$ cat src/rtl/ci_pkg.sv
// ci_pkg: shared definitions for the custom-instruction issue controller.
//   - ci_state_e      : controller FSM states
//   - CiDataWDefault  : default operand/result width
//   - CiNWDefault     : default width of the CI function select
//   - TIMEOUT_DISABLED: watchdog setting that turns the timeout off
package ci_pkg;

  typedef enum logic [1:0] {
    StIdle  = 2'd0,
    StIssue = 2'd1,
    StWait  = 2'd2,
    StResp  = 2'd3
  } ci_state_e;

  localparam int unsigned CiDataWDefault   = 32;
  localparam int unsigned CiNWDefault      = 8;
  localparam int unsigned TIMEOUT_DISABLED = 0;

endpackage

$ cat src/rtl/ci_watchdog.sv
// ci_watchdog: clearable, enabled up-counter with a terminal flag.
//
// Ports:
//   clk_i    : clock
//   rst_ni   : asynchronous active-low reset, clears the count
//   clr_i    : synchronous clear (has priority over en_i)
//   en_i     : count this cycle
//   expire_o : this enabled cycle is the TIMEOUT-th since the last clear
//
// expire_o is combinational so the caller can abort in the same cycle the
// count would reach TIMEOUT. With TIMEOUT == TIMEOUT_DISABLED it never fires.
module ci_watchdog
  import ci_pkg::*;
#(
  parameter int unsigned TIMEOUT = 64
) (
  input  logic clk_i,
  input  logic rst_ni,
  input  logic clr_i,
  input  logic en_i,
  output logic expire_o
);

  // Counts 0..TIMEOUT-1; the TIMEOUT-th enabled cycle raises expire_o.
  localparam int unsigned CntW = (TIMEOUT > 1) ? $clog2(TIMEOUT) : 1;
  localparam logic [CntW-1:0] Term = CntW'((TIMEOUT > 0) ? TIMEOUT - 1 : 0);

  logic [CntW-1:0] cnt_q, cnt_d;

  always_comb begin
    cnt_d = cnt_q;
    if (clr_i) begin
      cnt_d = '0;
    end else if (en_i) begin
      cnt_d = cnt_q + 1'b1;
    end
  end

  always_ff @(posedge clk_i or negedge rst_ni) begin
    if (!rst_ni) begin
      cnt_q <= '0;
    end else begin
      cnt_q <= cnt_d;
    end
  end

  assign expire_o = (TIMEOUT != TIMEOUT_DISABLED) && en_i && (cnt_q == Term);

endmodule

$ cat src/rtl/ci_issue_ctrl.sv
// ci_issue_ctrl: initiator side of the Nios custom-instruction multicycle
// interface, so fabric masters can drive CI accelerators without the CPU.
//
// Ports:
//   clk, reset_n                 : clock, asynchronous active-low reset
//   cmd_valid/cmd_ready          : command handshake (one outstanding op)
//   cmd_n/cmd_dataa/cmd_datab    : function select and operands
//   rsp_valid/rsp_ready          : response handshake
//   rsp_result/rsp_timeout       : result (0 on abort) and abort flag
//   hold                         : stall request, drops ci_clk_en
//   ci_clk_en/ci_start           : CI slave control
//   ci_n/ci_dataa/ci_datab       : registered operands to the slave
//   ci_result/ci_done            : slave result and completion
//   busy                         : controller not idle
//   ops_cnt/tmo_cnt              : completed / timed-out op counters (wrap)
//
// Flow: IDLE -> ISSUE -> (WAIT) -> RESP -> IDLE. A combinational slave that
// raises ci_done during ISSUE skips WAIT. Dropping clk_en flushes the slave's
// sequencer, so a hold in WAIT returns to ISSUE to re-start the same op.
module ci_issue_ctrl
  import ci_pkg::*;
#(
  parameter int unsigned DATA_W  = CiDataWDefault,
  parameter int unsigned N_W     = CiNWDefault,
  parameter int unsigned TIMEOUT = 64,
  parameter int unsigned CNT_W   = 16
) (
  input  logic              clk,
  input  logic              reset_n,
  // Command port
  input  logic              cmd_valid,
  output logic              cmd_ready,
  input  logic [N_W-1:0]    cmd_n,
  input  logic [DATA_W-1:0] cmd_dataa,
  input  logic [DATA_W-1:0] cmd_datab,
  // Response port
  output logic              rsp_valid,
  input  logic              rsp_ready,
  output logic [DATA_W-1:0] rsp_result,
  output logic              rsp_timeout,
  // Stall
  input  logic              hold,
  // CI slave interface
  output logic              ci_clk_en,
  output logic              ci_start,
  output logic [N_W-1:0]    ci_n,
  output logic [DATA_W-1:0] ci_dataa,
  output logic [DATA_W-1:0] ci_datab,
  input  logic [DATA_W-1:0] ci_result,
  input  logic              ci_done,
  // Status
  output logic              busy,
  output logic [CNT_W-1:0]  ops_cnt,
  output logic [CNT_W-1:0]  tmo_cnt
);

  ci_state_e         state_q, state_d;
  logic [N_W-1:0]    ci_n_q, ci_n_d;
  logic [DATA_W-1:0] ci_dataa_q, ci_dataa_d;
  logic [DATA_W-1:0] ci_datab_q, ci_datab_d;
  logic [DATA_W-1:0] rsp_result_q, rsp_result_d;
  logic              rsp_timeout_q, rsp_timeout_d;
  logic [CNT_W-1:0]  ops_cnt_q, ops_cnt_d;
  logic [CNT_W-1:0]  tmo_cnt_q, tmo_cnt_d;

  logic wd_clr;
  logic wd_en;
  logic wd_expire;

  ci_watchdog #(
    .TIMEOUT (TIMEOUT)
  ) u_watchdog (
    .clk_i    (clk),
    .rst_ni   (reset_n),
    .clr_i    (wd_clr),
    .en_i     (wd_en),
    .expire_o (wd_expire)
  );

  // Next-state and datapath.
  always_comb begin
    state_d       = state_q;
    ci_n_d        = ci_n_q;
    ci_dataa_d    = ci_dataa_q;
    ci_datab_d    = ci_datab_q;
    rsp_result_d  = rsp_result_q;
    rsp_timeout_d = rsp_timeout_q;
    ops_cnt_d     = ops_cnt_q;
    tmo_cnt_d     = tmo_cnt_q;
    wd_clr        = 1'b0;
    wd_en         = 1'b0;

    unique case (state_q)
      StIdle: begin
        if (cmd_valid) begin
          ci_n_d     = cmd_n;
          ci_dataa_d = cmd_dataa;
          ci_datab_d = cmd_datab;
          state_d    = StIssue;
        end
      end

      StIssue: begin
        // With hold high, start stays asserted but the slave is not clocked.
        if (!hold) begin
          if (ci_done) begin
            rsp_result_d  = ci_result;
            rsp_timeout_d = 1'b0;
            state_d       = StResp;
          end else begin
            wd_clr  = 1'b1;
            state_d = StWait;
          end
        end
      end

      StWait: begin
        if (hold) begin
          // Slave flushes while clk_en is low: re-issue the held operands.
          state_d = StIssue;
        end else if (ci_done) begin
          // Done has priority over a coinciding watchdog expiry.
          rsp_result_d  = ci_result;
          rsp_timeout_d = 1'b0;
          state_d       = StResp;
        end else begin
          wd_en = 1'b1;
          if (wd_expire) begin
            rsp_result_d  = '0;
            rsp_timeout_d = 1'b1;
            state_d       = StResp;
          end
        end
      end

      StResp: begin
        if (rsp_ready) begin
          ops_cnt_d = ops_cnt_q + 1'b1;
          if (rsp_timeout_q) begin
            tmo_cnt_d = tmo_cnt_q + 1'b1;
          end
          state_d = StIdle;
        end
      end

      default: begin
        state_d = StIdle;
      end
    endcase
  end

  always_ff @(posedge clk or negedge reset_n) begin
    if (!reset_n) begin
      state_q       <= StIdle;
      ci_n_q        <= '0;
      ci_dataa_q    <= '0;
      ci_datab_q    <= '0;
      rsp_result_q  <= '0;
      rsp_timeout_q <= 1'b0;
      ops_cnt_q     <= '0;
      tmo_cnt_q     <= '0;
    end else begin
      state_q       <= state_d;
      ci_n_q        <= ci_n_d;
      ci_dataa_q    <= ci_dataa_d;
      ci_datab_q    <= ci_datab_d;
      rsp_result_q  <= rsp_result_d;
      rsp_timeout_q <= rsp_timeout_d;
      ops_cnt_q     <= ops_cnt_d;
      tmo_cnt_q     <= tmo_cnt_d;
    end
  end

  // Control outputs decode the state register; clk_en also follows hold.
  assign cmd_ready   = (state_q == StIdle);
  assign ci_start    = (state_q == StIssue);
  assign ci_clk_en   = ((state_q == StIssue) || (state_q == StWait)) && !hold;
  assign rsp_valid   = (state_q == StResp);
  assign busy        = (state_q != StIdle);

  assign ci_n        = ci_n_q;
  assign ci_dataa    = ci_dataa_q;
  assign ci_datab    = ci_datab_q;
  assign rsp_result  = rsp_result_q;
  assign rsp_timeout = rsp_timeout_q;
  assign ops_cnt     = ops_cnt_q;
  assign tmo_cnt     = tmo_cnt_q;

endmodule

$ cat config.mk
export PLATFORM = sky130hd
export DESIGN_NAME = ci_issue_ctrl
export DESIGN_NICKNAME = d
export VERILOG_FILES = /design/src/rtl/ci_pkg.sv /design/src/rtl/ci_watchdog.sv /design/src/rtl/ci_issue_ctrl.sv
export SDC_FILE = /design/constraint.sdc
export NUM_CORES = 1
export LEC_CHECK = 0
export ABC_AREA = 0
export CAP_MARGIN = 0
export CORE_UTILIZATION = 42
export DETAILED_ROUTE_END_ITERATION = 8
export GPL_TIMING_DRIVEN = 0
export PLACE_DENSITY = 0.8
export SKIP_LAST_GASP = 1
export SYNTH_ARGS = -nofsm -noshare
export SYNTH_HDL_FRONTEND = slang
export SYNTH_SLANG_ARGS = --single-unit
$ cat constraint.sdc
create_clock -name clk -period 2.03 [get_ports clk]
set_input_delay 0.609 -clock clk [delete_from_list [all_inputs] [get_ports clk]]
set_output_delay 0.609 -clock clk [all_outputs]
set_load 0.02 [all_outputs]
==> results.sh, run 1 <==
export IMPL_routed_wl_mm=15.04
export IMPL_p_sw_w=0.004733
export IMPL_synth_compound_area_share_pct=6.061
export IMPL_synth_top_family_by_area="multiplexers"
export IMPL_num_rows=42
export IMPL_final_core_util_pct=69.17
export IMPL_synth_cells=401
export IMPL_die_w_um=119.3
export IMPL_htreeDepth=4
export IMPL_crit_path_max_incr_delay_ns=0.42
export IMPL_ir_worst_vdd_v=0.0007634
export IMPL_cts_tree="done"
export IMPL_postCtsHoldBufs=0
export IMPL_grt_overflow=0
export IMPL_cts_root_buf="clkbuf_16"
export IMPL_p_seq_share_pct=33.6
export IMPL_grt_usage_pct=21.65
export IMPL_antenna_found_initial=1
export IMPL_status="finished with violations"
export IMPL_hold_viol=0
export IMPL_yosysWarnings=0
export IMPL_synth_xor_area_share_pct=5.303
export IMPL_reg2reg_slack_ns=0.13
export IMPL_port_buffers=251
export IMPL_avgSynthCellArea_sq_um=14.42
export IMPL_path_cells="inv_2 > ha_4 > nor2b_4 > buf_6"
export IMPL_final_cells=866
export IMPL_yosys_area_share_simple_pct=7.424
export IMPL_clock_sinks=145
export IMPL_fin_nets=795
export IMPL_post_dp_cell_area_sq_mm=0.008542
export IMPL_wl_per_cell_um=17.37
export IMPL_grt_max_degree=76
export IMPL_synth_mux_area_share_pct=14.42
export IMPL_grt_pass1_wl_mm=23.57
export IMPL_clkPwrFrac_pct=22.5
export IMPL_setup_slack_ns=-0.006775
export IMPL_initial_core_util_pct=43.31
export IMPL_cts_buffers_inserted=17
export IMPL_dp_cells=829
export IMPL_clock_latency_ns=0.42
export IMPL_syn_num_nets=519
export IMPL_cellLeakagePower_nw=4.586
export IMPL_worstMarginPinSlew_ns=0.6935
export IMPL_setup_viol=1
export IMPL_fin_worst_skew_ns=0.007841
export IMPL_ys_types=35
export IMPL_syn_area_sq_mm=0.005781
export IMPL_routed_via_density=4.932
export IMPL_required_ns=1.42
export IMPL_grt_pass1_vias=4510
export IMPL_place_congestion=0.7651
export IMPL_startpoint_type="flip-flop"
export IMPL_internal_power_w=0.009011
export IMPL_switching_share_pct=34.44
export IMPL_die_area_sq_mm=0.01424
export IMPL_core_sq_mm=0.01335
export IMPL_synth_seq_area_share_pct=62.77
export IMPL_final_antenna_net_count=0
export IMPL_drt_iter0_drc=160
export IMPL_max_cap_violations=0
export IMPL_cp_end_kind="output port"
export IMPL_drc=0
export IMPL_path_clk_slew_ns=0.06
export IMPL_rsz0062_at_grt="true"
export IMPL_slew_violations=0
export IMPL_period_share_pct=100.3
export IMPL_critical_path_class="reg -> out"
export IMPL_die_h_um=119.3
export IMPL_fin_crit_ns=2.037
export IMPL_crit_fanout=3
export IMPL_clock_path_buffers=2
export IMPL_diodes=0
export IMPL_power_total_w=0.01374
export IMPL_route_vias_total=4271
export IMPL_p_comb_share_pct=43.9
export IMPL_drive_above_1_share_pct=21.45
export IMPL_area_delta_synth_final_pct=59.72
export IMPL_power_density_mw_per_mm2=1489
export IMPL_cp_arrival_ns=1.43
export IMPL_first_pass_iters=4
export IMPL_synthAdderAreaFrac_pct=1.732
export IMPL_slowest_stage="dfrtp_1"
export IMPL_ioPinCount=252
export IMPL_synth_seq_cells=145
export IMPL_hp_class="in -> async"
export IMPL_fmax_mhz=491.0
export IMPL_dp_hpwl_mm=10.72
export IMPL_maxSlewHeadroom_pct=53.41
export IMPL_post_route_cell_area_sq_mm=0.009233
export IMPL_violations="negative setup slack"
-- what timing repair did --
action,in CTS,in global routing
endpoints found under the setup margin,56,41
pin swaps,0,1
setup buffers,3,2
gates resized for setup,62,47
-- final timing paths --
path,startpoint,endpoint,depth (start not counted)
min,reset_n,rsp_result[15],1
max reg2reg,state_q[1],rsp_result[3],9
min in group clk,tmo_cnt[15],tmo_cnt[15],1
max in group asynchronous,reset_n,ci_datab[18],2
max,state_q[1],ci_clk_en,4
min reg2reg,tmo_cnt[15],tmo_cnt[15],1
-- stage by stage --
step	worst slack [ns]	TNS (ns)	hold WS, ns
after global placement	-5.195	-771.06	0.4606
after detailed placement	-0.5004	-22.86	0.4696
after global routing	-0.06549	-0.1342	0.2374
after floorplan	0.3149	0	0.3134
final	-0.006775	-0.006775	0.1959
after CTS	-0.09709	-0.3053	0.2125
-- power by group through the flow --
stage	registers, W	clock network, W	logic (W)
3_5_place_dp	0.00468	0	0.00608
2_1_floorplan	0.00594	0	0.00178
3_3_place_gp	0.00460	0	0.00597
4_1_cts	0.00463	0.00316	0.00607
5_1_grt	0.00475	0.00330	0.00637
6_report	0.00461	0.00310	0.00603
-- synth_stat cells (all sizes together) --
library cell  number  area (sq um)
nor4               3         48.80
nor2              14         52.55
nand2             19         73.82
a22o              32         280.3
xor2              11         96.34
nor2b              1         6.260
a31o               1         8.760
a222oi             1         10.01
and2               2         12.51
ha                 8         100.1
or2                1         8.760
nor3b              1         18.77
nand3              8         40.04
o2111ai            1         8.760
nand2b             3         18.77
nor3               5         30.03
a31oi              2         12.51
nand4             10         68.81
o21ai              2         10.01
a32o               1         10.01
a21oi              2         10.01
dfrtp            145          3628
mux2              74         833.3
inv                8         30.03
buf               15         102.6
and3               7         50.05
xnor2             24         210.2
-- registers in the layout (all words and copies together), names as in the netlist --
signal	flops
ci_dataa	32
u_watchdog.cnt_q	6
rsp_timeout	1
state_q	2
tmo_cnt	16
ci_datab	32
ops_cnt	16
rsp_result	32
ci_n	8
-- final cells by class --
type	instances	area [sq um]
tap	176	220.2
fill	1008	4115
inverter	8	30.03
multi-input combinational	233	2054
buffer	15	102.6
sequential	145	3628
timing repair buffer	257	2601
clock buffer	19	442.9
clock inverter	13	152.6
-- critical path, delay by kind of cell, from the launching register on --
| kind | cells | cell delay, ns |
|---|---|---|
| and+or+nand+nor | 1 | 0.13 |
| DFF | 1 | 0.42 |
| buffers and inverters | 2 | 0.21 |
| adders and majority gates | 1 | 0.26 |
-- logic make-up (layout without fill, tap and decap cells) --
family / after synthesis / in the layout
adder cells (fa/ha/maj): 8 / 8
AND/OR/NAND/NOR: 74 / 74
flip-flops: 145 / 145
buffers and inverters: 23 / 312
multiplexers: 74 / 74
XOR/XNOR: 35 / 35
AO/OA/AOI/OAI: 42 / 42
-- routing by layer --
layer	vias up	global-route usage, %	wire (um)
met2	153	36.41	7797
met3	33	6.082	854
met1	2106	25.77	6002
met5	-	0	13
li1	1977	-	-
met4	2	9.766	376
-- layout by cell type (no fill, tap or decap), types with 2 or more instances in the layout --
master / n
ha_4: 2
o21ai_1: 2
clkinvlp_4: 5
dlymetal6s2s_1: 37
buf_4: 6
nand4_1: 9
a22o_1: 32
a21oi_1: 2
mux2_2: 74
dfrtp_1: 145
nor3_1: 4
buf_6: 6
nor4_4: 2
a31oi_1: 2
clkdlybuf4s50_1: 167
inv_6: 3
clkinv_4: 2
nor2_1: 14
ha_1: 5
dlygate4sd2_1: 41
buf_2: 14
and2_1: 2
bufinv_16: 2
nand3_1: 8
inv_1: 6
inv_2: 2
and3_1: 5
xnor2_1: 24
xor2_1: 11
nand2b_1: 3
clkbuf_16: 17
nand2_1: 18
(Power assumes the default switching activity.)
==> run 2, diff against run 1 <==
--- a/config.mk
+++ b/config.mk
@@ -6,7 +6,6 @@
 export NUM_CORES = 1
 export LEC_CHECK = 0
 export ABC_AREA = 0
-export CAP_MARGIN = 0
 export CORE_UTILIZATION = 42
 export DETAILED_ROUTE_END_ITERATION = 8
 export GPL_TIMING_DRIVEN = 0
==> results of run 2 <==
No change in the layout: final DEF, timing and power equal those of run 1.
==> run 3, diff against run 2 <==
--- a/config.mk
+++ b/config.mk
@@ -6,6 +6,7 @@
 export NUM_CORES = 1
 export LEC_CHECK = 0
 export ABC_AREA = 0
+export CAP_MARGIN = 40
 export CORE_UTILIZATION = 42
 export DETAILED_ROUTE_END_ITERATION = 8
 export GPL_TIMING_DRIVEN = 0
==> run 3 against run 2 <==
- the run still ends with negative setup slack left
- utilization stayed put
- flip-flop and latch count did not move
- cell count did not move
- sequential power about the same
- sequential share of layout area unchanged
- combinational power about the same
- global-route usage unchanged
- design area stayed put
- non-clock buffer count unchanged
- first-iteration DRC count did not move
- largest power group unchanged
- highest routed layer unchanged
==> results.sh, run 3 (synthesis results as in run 1) <==
export IMPL_ir_worst_vdd_v=0.0007634
export IMPL_wl_per_cell_um=17.37
export IMPL_timing_rr_start="state_q[1]"
export IMPL_postCtsHoldBufs=0
export IMPL_post_dp_cell_area_sq_mm=0.008542
export IMPL_drt_iter0_drc=160
export IMPL_maxSlewHeadroom_pct=53.41
export IMPL_p_comb_share_pct=43.9
export IMPL_r2r_end="rsp_result[3]"
export IMPL_reg2reg_slack_ns=0.13
export IMPL_final_cell_mix="167 x clkdlybuf4s50_1, 145 x dfrtp_1, 74 x mux2_2, 41 x dlygate4sd2_1, 37 x dlymetal6s2s_1"
export IMPL_drc=0
export IMPL_post_place_ws_ns=-0.5004
export IMPL_final_antenna_net_count=0
export IMPL_reg2regPathDepth=9
export IMPL_internal_power_w=0.009011
export IMPL_multi_input_area_sq_mm=0.002054
export IMPL_startpoint_type="flip-flop"
export IMPL_violations="negative setup slack"
export IMPL_antenna_found_initial=1
export IMPL_cts_root_buf="clkbuf_16"
export IMPL_switching_share_pct=34.44
export IMPL_ioPinCount=252
export IMPL_grt_pass1_wl_mm=23.57
export IMPL_core_sq_mm=0.01335
export IMPL_critical_path_class="reg -> out"
export IMPL_final_core_util_pct=69.17
export IMPL_fmax_mhz=491.0
export IMPL_diodes=0
export IMPL_clkPwrFrac_pct=22.5
export IMPL_rsz0062_at_grt="true"
export IMPL_setup_slack_ns=-0.006775
export IMPL_htreeDepth=4
export IMPL_path_clk_slew_ns=0.06
export IMPL_initial_core_util_pct=43.31
export IMPL_period_share_pct=100.3
export IMPL_port_buffers=251
export IMPL_slowest_stage="dfrtp_1"
export IMPL_cts_tree="done"
export IMPL_crit_path_max_incr_delay_ns=0.42
export IMPL_num_rows=42
export IMPL_first_pass_iters=4
export IMPL_route_vias_total=4271
export IMPL_grt_max_degree=76
export IMPL_fin_nets=795
export IMPL_cp_arrival_ns=1.43
export IMPL_startpoint="state_q[1]"
export IMPL_dp_hpwl_mm=10.72
export IMPL_p_seq_share_pct=33.6
export IMPL_post_route_cell_area_sq_mm=0.009233
export IMPL_status="finished with violations"
export IMPL_p_sw_w=0.004733
export IMPL_power_density_mw_per_mm2=1489
export IMPL_clock_path_buffers=2
export IMPL_nFillCells=1008
export IMPL_grt_pass1_vias=4510
export IMPL_worstSetupEndpoint="ci_clk_en"
export IMPL_routed_wl_mm=15.04
export IMPL_routed_via_density=4.932
export IMPL_grt_usage_pct=21.65
export IMPL_drive_above_1_share_pct=21.45
export IMPL_slew_violations=0
export IMPL_crit_fanout=3
export IMPL_die_h_um=119.3
export IMPL_cellLeakagePower_nw=4.586
export IMPL_cp_end_kind="output port"
export IMPL_setup_viol=1
export IMPL_final_common_cell="clkdlybuf4s50_1"
export IMPL_hp_class="in -> async"
export IMPL_clock_sinks=145
export IMPL_fin_crit_ns=2.037
export IMPL_required_ns=1.42
export IMPL_hold_viol=0
export IMPL_cts_buffers_inserted=17
export IMPL_worstMarginPinSlew_ns=0.6935
export IMPL_max_cap_violations=0
export IMPL_die_w_um=119.3
export IMPL_path_cells="inv_2 > ha_4 > nor2b_4 > buf_6"
export IMPL_clock_latency_ns=0.42
export IMPL_fin_worst_skew_ns=0.007841
export IMPL_die_area_sq_mm=0.01424
export IMPL_place_congestion=0.7651
export IMPL_area_delta_synth_final_pct=59.72
export IMPL_seqCellArea_sq_mm=0.003628
export IMPL_grt_overflow=0
-- run 3: cell counts in the layout (fill, tap and decap cells not counted) --
No cell type changed its count.
-- run 3: power by group through the flow --
| stage | clock network (W) | logic, W | registers (W) |
|---|---|---|---|
| floorplan | 0 | 0.00178 | 0.00594 |
| global placement | 0 | 0.00597 | 0.00460 |
| detailed placement | 0 | 0.00608 | 0.00468 |
| CTS | 0.00316 | 0.00607 | 0.00463 |
| global route | 0.00330 | 0.00637 | 0.00475 |
| finish | 0.00310 | 0.00603 | 0.00461 |
-- run 3: worst max-delay path: cells and delay by family, from the launching register on --
family        cells  cell delay, ns
flops             1            0.42
fa+ha+maj         1            0.26
buf+inv           2            0.21
simple gates      1            0.13
-- run 3: how the worst min path moves through the flow --
stage | from | endpoint | cells after the start
floorplan | reset_n | ci_dataa[0] | 0
global placement | tmo_cnt[15] | tmo_cnt[15] | 1
detailed placement | tmo_cnt[15] | tmo_cnt[15] | 1
CTS | reset_n | rsp_result[23] | 1
global route | reset_n | rsp_result[15] | 1
finish | reset_n | rsp_result[15] | 1
-- run 3: final cells by class --
class / instances / area share, %
Sequential cell: 145 / 39.30
Timing Repair Buffer: 257 / 28.17
Multi-Input combinational cell: 233 / 22.25
Clock buffer: 19 / 4.797
Tap cell: 176 / 2.385
Clock inverter: 13 / 1.653
Buffer: 15 / 1.111
Inverter: 8 / 0.3252
-- run 3: per-stage QoR --
| stage | setup TNS [ns] | hold slack, ns | instances | power [W] |
|---|---|---|---|---|
| floorplan | 0 | 0.3134 | 401 | 0.007720 |
| global placement | -771.06 | 0.4606 | 828 | 0.01057 |
| detailed placement | -22.86 | 0.4696 | 829 | 0.01075 |
| CTS | -0.3053 | 0.2125 | 864 | 0.01386 |
| global route | -0.1342 | 0.2374 | 866 | 0.01442 |
| finish | -0.006775 | 0.1959 | 866 | 0.01374 |
-- run 3: repair_timing --
| item | CTS | global route |
|---|---|---|
| gates resized for setup | 62 | 47 |
| setup endpoints to repair | 56 | 41 |
| pin swaps | 0 | 1 |
| buffers inserted | 3 | 2 |
-- run 3: per-layer routing --
layer | track usage, % | vias to the layer above | part of all wire [%]
met3 | 6.082 | 33 | 5.7
li1 | - | 1977 | -
met4 | 9.766 | 2 | 2.5
met5 | 0 | - | 0.086
met1 | 25.77 | 2106 | 40
met2 | 36.41 | 153 | 52
